File: src/rtl/bcd_display_pkg.sv
// bcd_display_pkg
//   Shared types and helpers for the binary-to-BCD display converter.
//   - BLANK_CODE : digit code the seven-segment decoder renders unlit
//   - digit_t    : one 4-bit digit code
//   - state_t    : converter FSM states
//   - blankDigits: replaces leading zero digits with the blank code
package bcd_display_pkg;

    localparam logic [3:0] BLANK_CODE = 4'd10;

    // Width of the vector handled by blankDigits; callers zero-extend
    // their DIGITS-wide vector to this size and truncate the result.
    localparam int MAX_DIGITS = 16;

    typedef logic [3:0] digit_t;

    typedef enum logic [1:0] {
        IDLE,
        SHIFT,
        FINISH
    } state_t;

    // Walks from the top digit down; every digit above the most significant
    // nonzero one becomes blankCode. Digit 0 is never blanked so a zero value
    // still shows a single "0".
    function automatic logic [MAX_DIGITS*4-1:0] blankDigits(
        input logic [MAX_DIGITS*4-1:0] rawDigits,
        input int                      numDigits,
        input digit_t                  blankCode
    );
        logic [MAX_DIGITS*4-1:0] result;
        logic                    seenNonZero;
        result      = rawDigits;
        seenNonZero = 1'b0;
        for (int i = MAX_DIGITS - 1; i >= 1; i--) begin
            if (i < numDigits) begin
                if (rawDigits[i*4 +: 4] != 4'd0) begin
                    seenNonZero = 1'b1;
                end
                if (!seenNonZero) begin
                    result[i*4 +: 4] = blankCode;
                end
            end else begin
                result[i*4 +: 4] = 4'd0;
            end
        end
        return result;
    endfunction

endpackage

File: src/rtl/bcd_display_converter_adjust.sv
// bcd_dabble_adjust
//   Combinational double-dabble correction: adds 3 to every nibble >= 5.
//   Ports:
//     bcdIn  - NIBBLES x 4 BCD accumulator before the shift
//     bcdOut - corrected accumulator, ready to be shifted left by one
module bcd_dabble_adjust
    import bcd_display_pkg::*;
#(
    parameter int NIBBLES = 7
) (
    input  logic [NIBBLES*4-1:0] bcdIn,
    output logic [NIBBLES*4-1:0] bcdOut
);

    digit_t nibble;

    always_comb begin
        bcdOut = bcdIn;
        nibble = 4'd0;
        for (int i = 0; i < NIBBLES; i++) begin
            nibble = bcdIn[i*4 +: 4];
            if (nibble >= 4'd5) begin
                bcdOut[i*4 +: 4] = nibble + 4'd3;
            end
        end
    end

endmodule

File: src/rtl/bcd_display_converter.sv
// bcd_display_converter
//   Sequential binary-to-BCD converter (shift-and-add-3) feeding the
//   per-digit seven-segment decoders. One value per handshake, WIDTH shift
//   steps, then a single FINISH cycle that loads the blanked digits.
//   Ports:
//     clk       - system clock
//     reset     - asynchronous, active-high reset
//     in_value  - binary value, sampled only on acceptance
//     in_valid  - in_value valid this cycle
//     in_ready  - high only in IDLE
//     digit_out - DIGITS x 4 digit codes, nibble 0 = least-significant digit
//     out_valid - one-cycle pulse after digit_out is updated
//     overflow  - last converted value exceeded 10^DIGITS - 1
//   Build option:
//     BCD_DISPLAY_SATURATE_EN - on overflow show all nines instead of the
//                               value modulo 10^DIGITS
//
//   state  | meaning
//   IDLE   | waiting for in_valid, in_ready high
//   SHIFT  | one adjust-and-shift step per cycle, WIDTH steps
//   FINISH | load blanked digits, overflow and out_valid
module bcd_display_converter #(
    parameter int         WIDTH      = 20,
    parameter int         DIGITS     = 6,
    parameter logic [3:0] BLANK_CODE = bcd_display_pkg::BLANK_CODE
) (
    input  logic                clk,
    input  logic                reset,
    input  logic [WIDTH-1:0]    in_value,
    input  logic                in_valid,
    output logic                in_ready,
    output logic [DIGITS*4-1:0] digit_out,
    output logic                out_valid,
    output logic                overflow
);

    import bcd_display_pkg::*;

    // One guard nibble above the displayed digits detects overflow.
    localparam int NIBBLES = DIGITS + 1;
    localparam int CNT_W   = (WIDTH > 1) ? $clog2(WIDTH) : 1;
    localparam logic [CNT_W-1:0]    LAST_STEP    = CNT_W'(WIDTH - 1);
    localparam logic [DIGITS*4-1:0] RESET_DIGITS = {{(DIGITS-1){BLANK_CODE}}, 4'd0};

    state_t               state;
    state_t               nextState;
    logic [WIDTH-1:0]     shiftReg;
    logic [NIBBLES*4-1:0] bcdAcc;
    logic [NIBBLES*4-1:0] adjusted;
    logic [CNT_W-1:0]     bitCount;
    logic                 accCarry;
    logic                 overflowNow;
    logic [DIGITS*4-1:0]  rawDigits;
    logic [DIGITS*4-1:0]  finalDigits;

    bcd_dabble_adjust #(
        .NIBBLES(NIBBLES)
    ) uAdjust (
        .bcdIn (bcdAcc),
        .bcdOut(adjusted)
    );

    always_ff @(posedge clk or posedge reset) begin
        if (reset) begin
            state <= IDLE;
        end else begin
            state <= nextState;
        end
    end

    always_comb begin
        nextState = state;
        in_ready  = 1'b0;
        case (state)
            IDLE: begin
                in_ready = 1'b1;
                if (in_valid) begin
                    nextState = SHIFT;
                end
            end
            SHIFT: begin
                if (bitCount == LAST_STEP) begin
                    nextState = FINISH;
                end
            end
            FINISH: begin
                nextState = IDLE;
            end
            default: begin
                nextState = IDLE;
            end
        endcase
    end

    // accCarry catches a digit shifted out of the guard nibble, which can only
    // happen if WIDTH is too large for DIGITS+1 nibbles; it still means overflow.
    always_comb begin
        overflowNow = accCarry | (bcdAcc[NIBBLES*4-1 -: 4] != 4'd0);
        rawDigits   = bcdAcc[DIGITS*4-1:0];
`ifdef BCD_DISPLAY_SATURATE_EN
        if (overflowNow) begin
            rawDigits = {DIGITS{4'd9}};
        end
`endif
        finalDigits = (DIGITS*4)'(blankDigits((MAX_DIGITS*4)'(rawDigits), DIGITS, BLANK_CODE));
    end

    always_ff @(posedge clk or posedge reset) begin
        if (reset) begin
            shiftReg  <= '0;
            bcdAcc    <= '0;
            bitCount  <= '0;
            accCarry  <= 1'b0;
            digit_out <= RESET_DIGITS;
            overflow  <= 1'b0;
            out_valid <= 1'b0;
        end else begin
            out_valid <= 1'b0;
            case (state)
                IDLE: begin
                    if (in_valid) begin
                        shiftReg <= in_value;
                        bcdAcc   <= '0;
                        bitCount <= '0;
                        accCarry <= 1'b0;
                    end
                end
                SHIFT: begin
                    bcdAcc   <= {adjusted[NIBBLES*4-2:0], shiftReg[WIDTH-1]};
                    shiftReg <= shiftReg << 1;
                    bitCount <= bitCount + CNT_W'(1);
                    if (adjusted[NIBBLES*4-1]) begin
                        accCarry <= 1'b1;
                    end
                end
                FINISH: begin
                    digit_out <= finalDigits;
                    overflow  <= overflowNow;
                    out_valid <= 1'b1;
                end
                default: begin
                end
            endcase
        end
    end

endmodule

File: config.mk
export PLATFORM = sky130hd
export DESIGN_NAME = bcd_display_converter
export DESIGN_NICKNAME = d
export VERILOG_FILES = /design/src/rtl/bcd_display_pkg.sv /design/src/rtl/bcd_display_converter_adjust.sv /design/src/rtl/bcd_display_converter.sv
export SDC_FILE = /design/constraint.sdc
export NUM_CORES = 1
export LEC_CHECK = 0
export CORE_MARGIN = 4
export CORE_UTILIZATION = 38
export DETAILED_ROUTE_END_ITERATION = 6
export DONT_BUFFER_PORTS = 1
export HOLD_SLACK_MARGIN = 0.03
export PLACE_DENSITY = 0.58
export REMOVE_ABC_BUFFERS = 1
export SYNTH_ARGS = -nofsm -noshare
export SYNTH_HDL_FRONTEND = slang
export SYNTH_HIERARCHICAL = 1
export SYNTH_SLANG_ARGS = --single-unit
export TNS_END_PERCENT = 100
File: constraint.sdc
create_clock -name clk -period 5.5 [get_ports clk]
set_input_delay 0.825 -clock clk [delete_from_list [all_inputs] [get_ports clk]]
set_output_delay 0.825 -clock clk [all_outputs]
set_load 0.005 [all_outputs]
==> reports/results.tsv <==
stage	metric	value	unit
logic_synthesis	share of synthesized registers carrying an async set or reset	100	%
route	drt first pass iters	4	
logic_synthesis	average footprint of a synthesized cell	8.70	um^2
status	status	finished clean	
sta	final worst path period share	40.6	%
sta	final critical path time including I/O delays and setup	2.23	ns
sta	number of slew-limit violations in the final report	0	
sta	count of final setup violators	0	
setup_path	WP data arrival	2.50	ns
logic_synthesis	number of different library cells in the post-synthesis netlist	33	
clock_tree	clock buffer count from CTS	9	
sta	max_slew headroom	23.0	%
sta	setup repair after global routing missed its margin	false	
placed_design	count of placed standard cells including taps	591	
clock_tree	CTS Sinks	82	
setup_path	CP Launch Type	flop	
logic_synthesis	Synth Cell Area	0.00414	mm^2
global_route	number of global-route vias before repair	3059	
setup_path	required time of the worst setup path	5.77	ns
power_and_ir_drop	sequential cell fraction of total power	44.0	%
sta	worst clock skew	0.0122	ns
logic_synthesis	largest area contributor in the synthesized netlist	sky130_fd_sc_hd__dfrtp_1	
setup_path	CP Class	reg2reg	
clock_tree	clock input transition at the sequential cells of the worst setup and hold paths	0.09	ns
sta	setup total negative slack	0	ns
power_and_ir_drop	proportion of power drawn by combinational gates	36.7	%
logic_synthesis	warnings from Yosys	6	
sta	Fmax	448	MHz
power_and_ir_drop	worst ir drop on vdd	281	uV
power_and_ir_drop	total power density per cell area	592	mW/mm^2
global_route	number of antenna violations at the first check in global routing	0	
setup_path	maximum fanout count along the critical path	27	
sta	worst hold-check slack	0.454	ns
die	die width	112	um
clock_tree	total of hold buffers inserted after clock tree synthesis	0	
clock_tree	Max H-tree Level	3	
route	total vias in the final route	3100	
global_route	wire length of the first global-routing pass	15000	um
clock_tree	post-CTS setup buffer count	0	
power_and_ir_drop	internal power	0.00159	W
power_and_ir_drop	Net Sw Power	0.00105	W
power_and_ir_drop	sw frac	39.8	%
die	Top-Level Pins	50	
layout	number of inserted diodes	0	
route	antenna violation net count after detailed routing	0	
placed_design	half-perimeter wire length after placement	5550	um
route	post-DR vias/cell	5.11	
sta	Slew @ Worst Pin	1.15	ns
power_and_ir_drop	Overall Power	0.00264	W
die	floorplan die height	112	um
route	Starting DRT DRC Count	143	
setup_path	Crit. End Element	flop	
logic_synthesis	primary flip-flop cell chosen by synthesis mapping	sky130_fd_sc_hd__dfrtp_1	
placed_design	port buffer count	0	
logic_synthesis	post-synthesis instance total	476	
placed_design	global placer's final weighted congestion	0.753	
clock_tree	maximum buffer depth of the clock tree	2	
worst_hold_path	worst hold path type	in2async	
clock_tree	post-cts resize count	0	
setup_path	R2R Path Start	state[0]	
die	Starting Density	39.6	%
layout	fill cell count	1069	
setup_path	start point of the critical path	state[0]	
die	area enclosed by the die boundary	0.0126	mm^2
global_route	total grt overflow	0	
run	max capacitance violation total	0	
clock_tree	Clk Latency, worst-skew pair	0.35	ns
clock_tree	clock tree from TritonCTS	done	
layout	Final nets	504	
layout	post-layout util	42.6	%
logic_synthesis	number of flops mapped to enable cells by yosys	0	
route	routed len/inst	14.4	um
logic_synthesis	flops & latches, synth	82	
route	wirelength, routed	8740	um
power_and_ir_drop	Leakage Power	2.14	nW
layout	ratio of cells with drive above 1 in the final layout	10.6	%
logic_synthesis	share of the synthesized area in the top cell type	43.5	%
die	row count	37	
global_route	Overall Global Routing Usage	14.5	%
power_and_ir_drop	Clock power frac	19.3	%
global_route	pin count of the biggest net entering global routing	55	
logic_synthesis	top cells by area, synth	sky130_fd_sc_hd__dfrtp_1 44%, sky130_fd_sc_hd__nand2_1 13%, sky130_fd_sc_hd__dfstp_2 6.3%	
layout	number of standard cells in the layout, taps in and fillers out	607	
clock_tree	Clock Root Buffer	sky130_fd_sc_hd__clkbuf_8	
sta	total count of hold-check failures in the final report	0	
logic_synthesis	sequential fraction of the synthesis area	49.8	%
layout	area growth from synthesis to layout	7.58	%
die	standard cell core area	0.0105	mm^2
route	total DRC errors in the routed layout	0	
flip-flops by register name, indices dropped and copies added, names as in the netlist:
signal and cells:
state 2, accCarry 1, overflow 1, bcdAcc 28, bitCount 5, shiftReg 20
out_valid 1, digit_out 24
power groups by stage:
stage | combinational [W] | sequential, W | clock (W)
floorplan | 0.000812 | 0.00109 | 0
detailed placement | 0.000983 | 0.00118 | 0
global placement | 0.000944 | 0.00117 | 0
global route | 0.00113 | 0.00121 | 0.000550
finish | 0.000970 | 0.00116 | 0.000508
CTS | 0.000986 | 0.00117 | 0.000525
cell usage in the layout, fill, tap and decap left out, types with 8 or more instances in the layout:
master and count:
sky130_fd_sc_hd__ha_1 15, sky130_fd_sc_hd__clkbuf_8 12, sky130_fd_sc_hd__inv_1 14, sky130_fd_sc_hd__nand2b_1 15
sky130_fd_sc_hd__o22ai_1 15, sky130_fd_sc_hd__dfrtp_1 72, sky130_fd_sc_hd__o21ai_0 12, sky130_fd_sc_hd__o21ai_1 8
sky130_fd_sc_hd__mux2i_1 9, sky130_fd_sc_hd__dfstp_2 10, sky130_fd_sc_hd__nor3_1 21, sky130_fd_sc_hd__nand3_1 32
sky130_fd_sc_hd__nand2_1 140, sky130_fd_sc_hd__nor2_1 42
stage by stage:
stage	setup WS [ns]	instance area (um^2)
floorplan	2.58	4000
finish	3.27	4460
global placement	3.39	4220
global route	3.07	4460
detailed placement	3.26	4220
CTS	3.24	4460
layout make-up:
| class | instances | area (um^2) | share of cell area, % |
|---|---|---|---|
| Inverter | 16 | 61.3 | 1.38 |
| Clock buffer | 13 | 169 | 3.79 |
| Sequential cell | 82 | 2060 | 46.3 |
| Multi-Input combinational cell | 353 | 1890 | 42.5 |
| Tap cell | 136 | 170 | 3.82 |
| Clock inverter | 3 | 68.8 | 1.54 |
| Timing Repair Buffer | 4 | 30.0 | 0.674 |
cells by family after synthesis:
kind of cell | count (synthesis) | synth area share [%]
flip-flops | 82 | 49.8
adder cells (fa/ha/maj) | 15 | 4.53
buffers and inverters | 41 | 4.83
XOR/XNOR | 8 | 1.69
multiplexers | 9 | 2.18
AND/OR/NAND/NOR | 265 | 27.9
AO/OA/AOI/OAI | 56 | 9.06
cell usage after synthesis (3+ instances only):
| master | number |
|---|---|
| sky130_fd_sc_hd__dfstp_2 | 10 |
| sky130_fd_sc_hd__nand2b_1 | 16 |
| sky130_fd_sc_hd__nor4_1 | 4 |
| sky130_fd_sc_hd__clkbuf_1 | 4 |
| sky130_fd_sc_hd__dfrtp_1 | 72 |
| sky130_fd_sc_hd__nor3_1 | 21 |
| sky130_fd_sc_hd__o21ai_0 | 12 |
| sky130_fd_sc_hd__o22ai_2 | 6 |
| sky130_fd_sc_hd__buf_6 | 3 |
| sky130_fd_sc_hd__o21ai_1 | 8 |
| sky130_fd_sc_hd__ha_1 | 15 |
| sky130_fd_sc_hd__nand4_1 | 4 |
| sky130_fd_sc_hd__a21oi_2 | 7 |
| sky130_fd_sc_hd__a21oi_1 | 6 |
| sky130_fd_sc_hd__buf_2 | 16 |
| sky130_fd_sc_hd__nand3_1 | 32 |
| sky130_fd_sc_hd__xnor2_1 | 7 |
| sky130_fd_sc_hd__o22ai_1 | 15 |
| sky130_fd_sc_hd__nor2_1 | 42 |
| sky130_fd_sc_hd__nand2_1 | 140 |
| sky130_fd_sc_hd__inv_1 | 15 |
| sky130_fd_sc_hd__mux2i_1 | 9 |
path summary, 6_finish.rpt:
path	to	slack [ns]	cells past startpoint
max	digit_out[5]	3.27	4
min	shiftReg[2]	0.45	1
max reg2reg	digit_out[5]	3.27	4
min reg2reg	digit_out[21]	0.47	2
max in group asynchronous	digit_out[23]	4.06	2
min in group clk	digit_out[21]	0.47	2
critical path, stage by stage (launching register included):
cell and delay [ns]:
sky130_fd_sc_hd__dfrtp_1 0.46, sky130_fd_sc_hd__nand2b_1 0.65, sky130_fd_sc_hd__inv_2 0.63, sky130_fd_sc_hd__nand4_1 0.20
sky130_fd_sc_hd__o22ai_1 0.22
metal layers:
layer	part of all wire, %	global-route usage, %
met1	47	18.6
met4	0.76	3.13
met2	45	22.8
met5	0	0
met3	6.7	6.31
(Power assumes the default switching activity.)
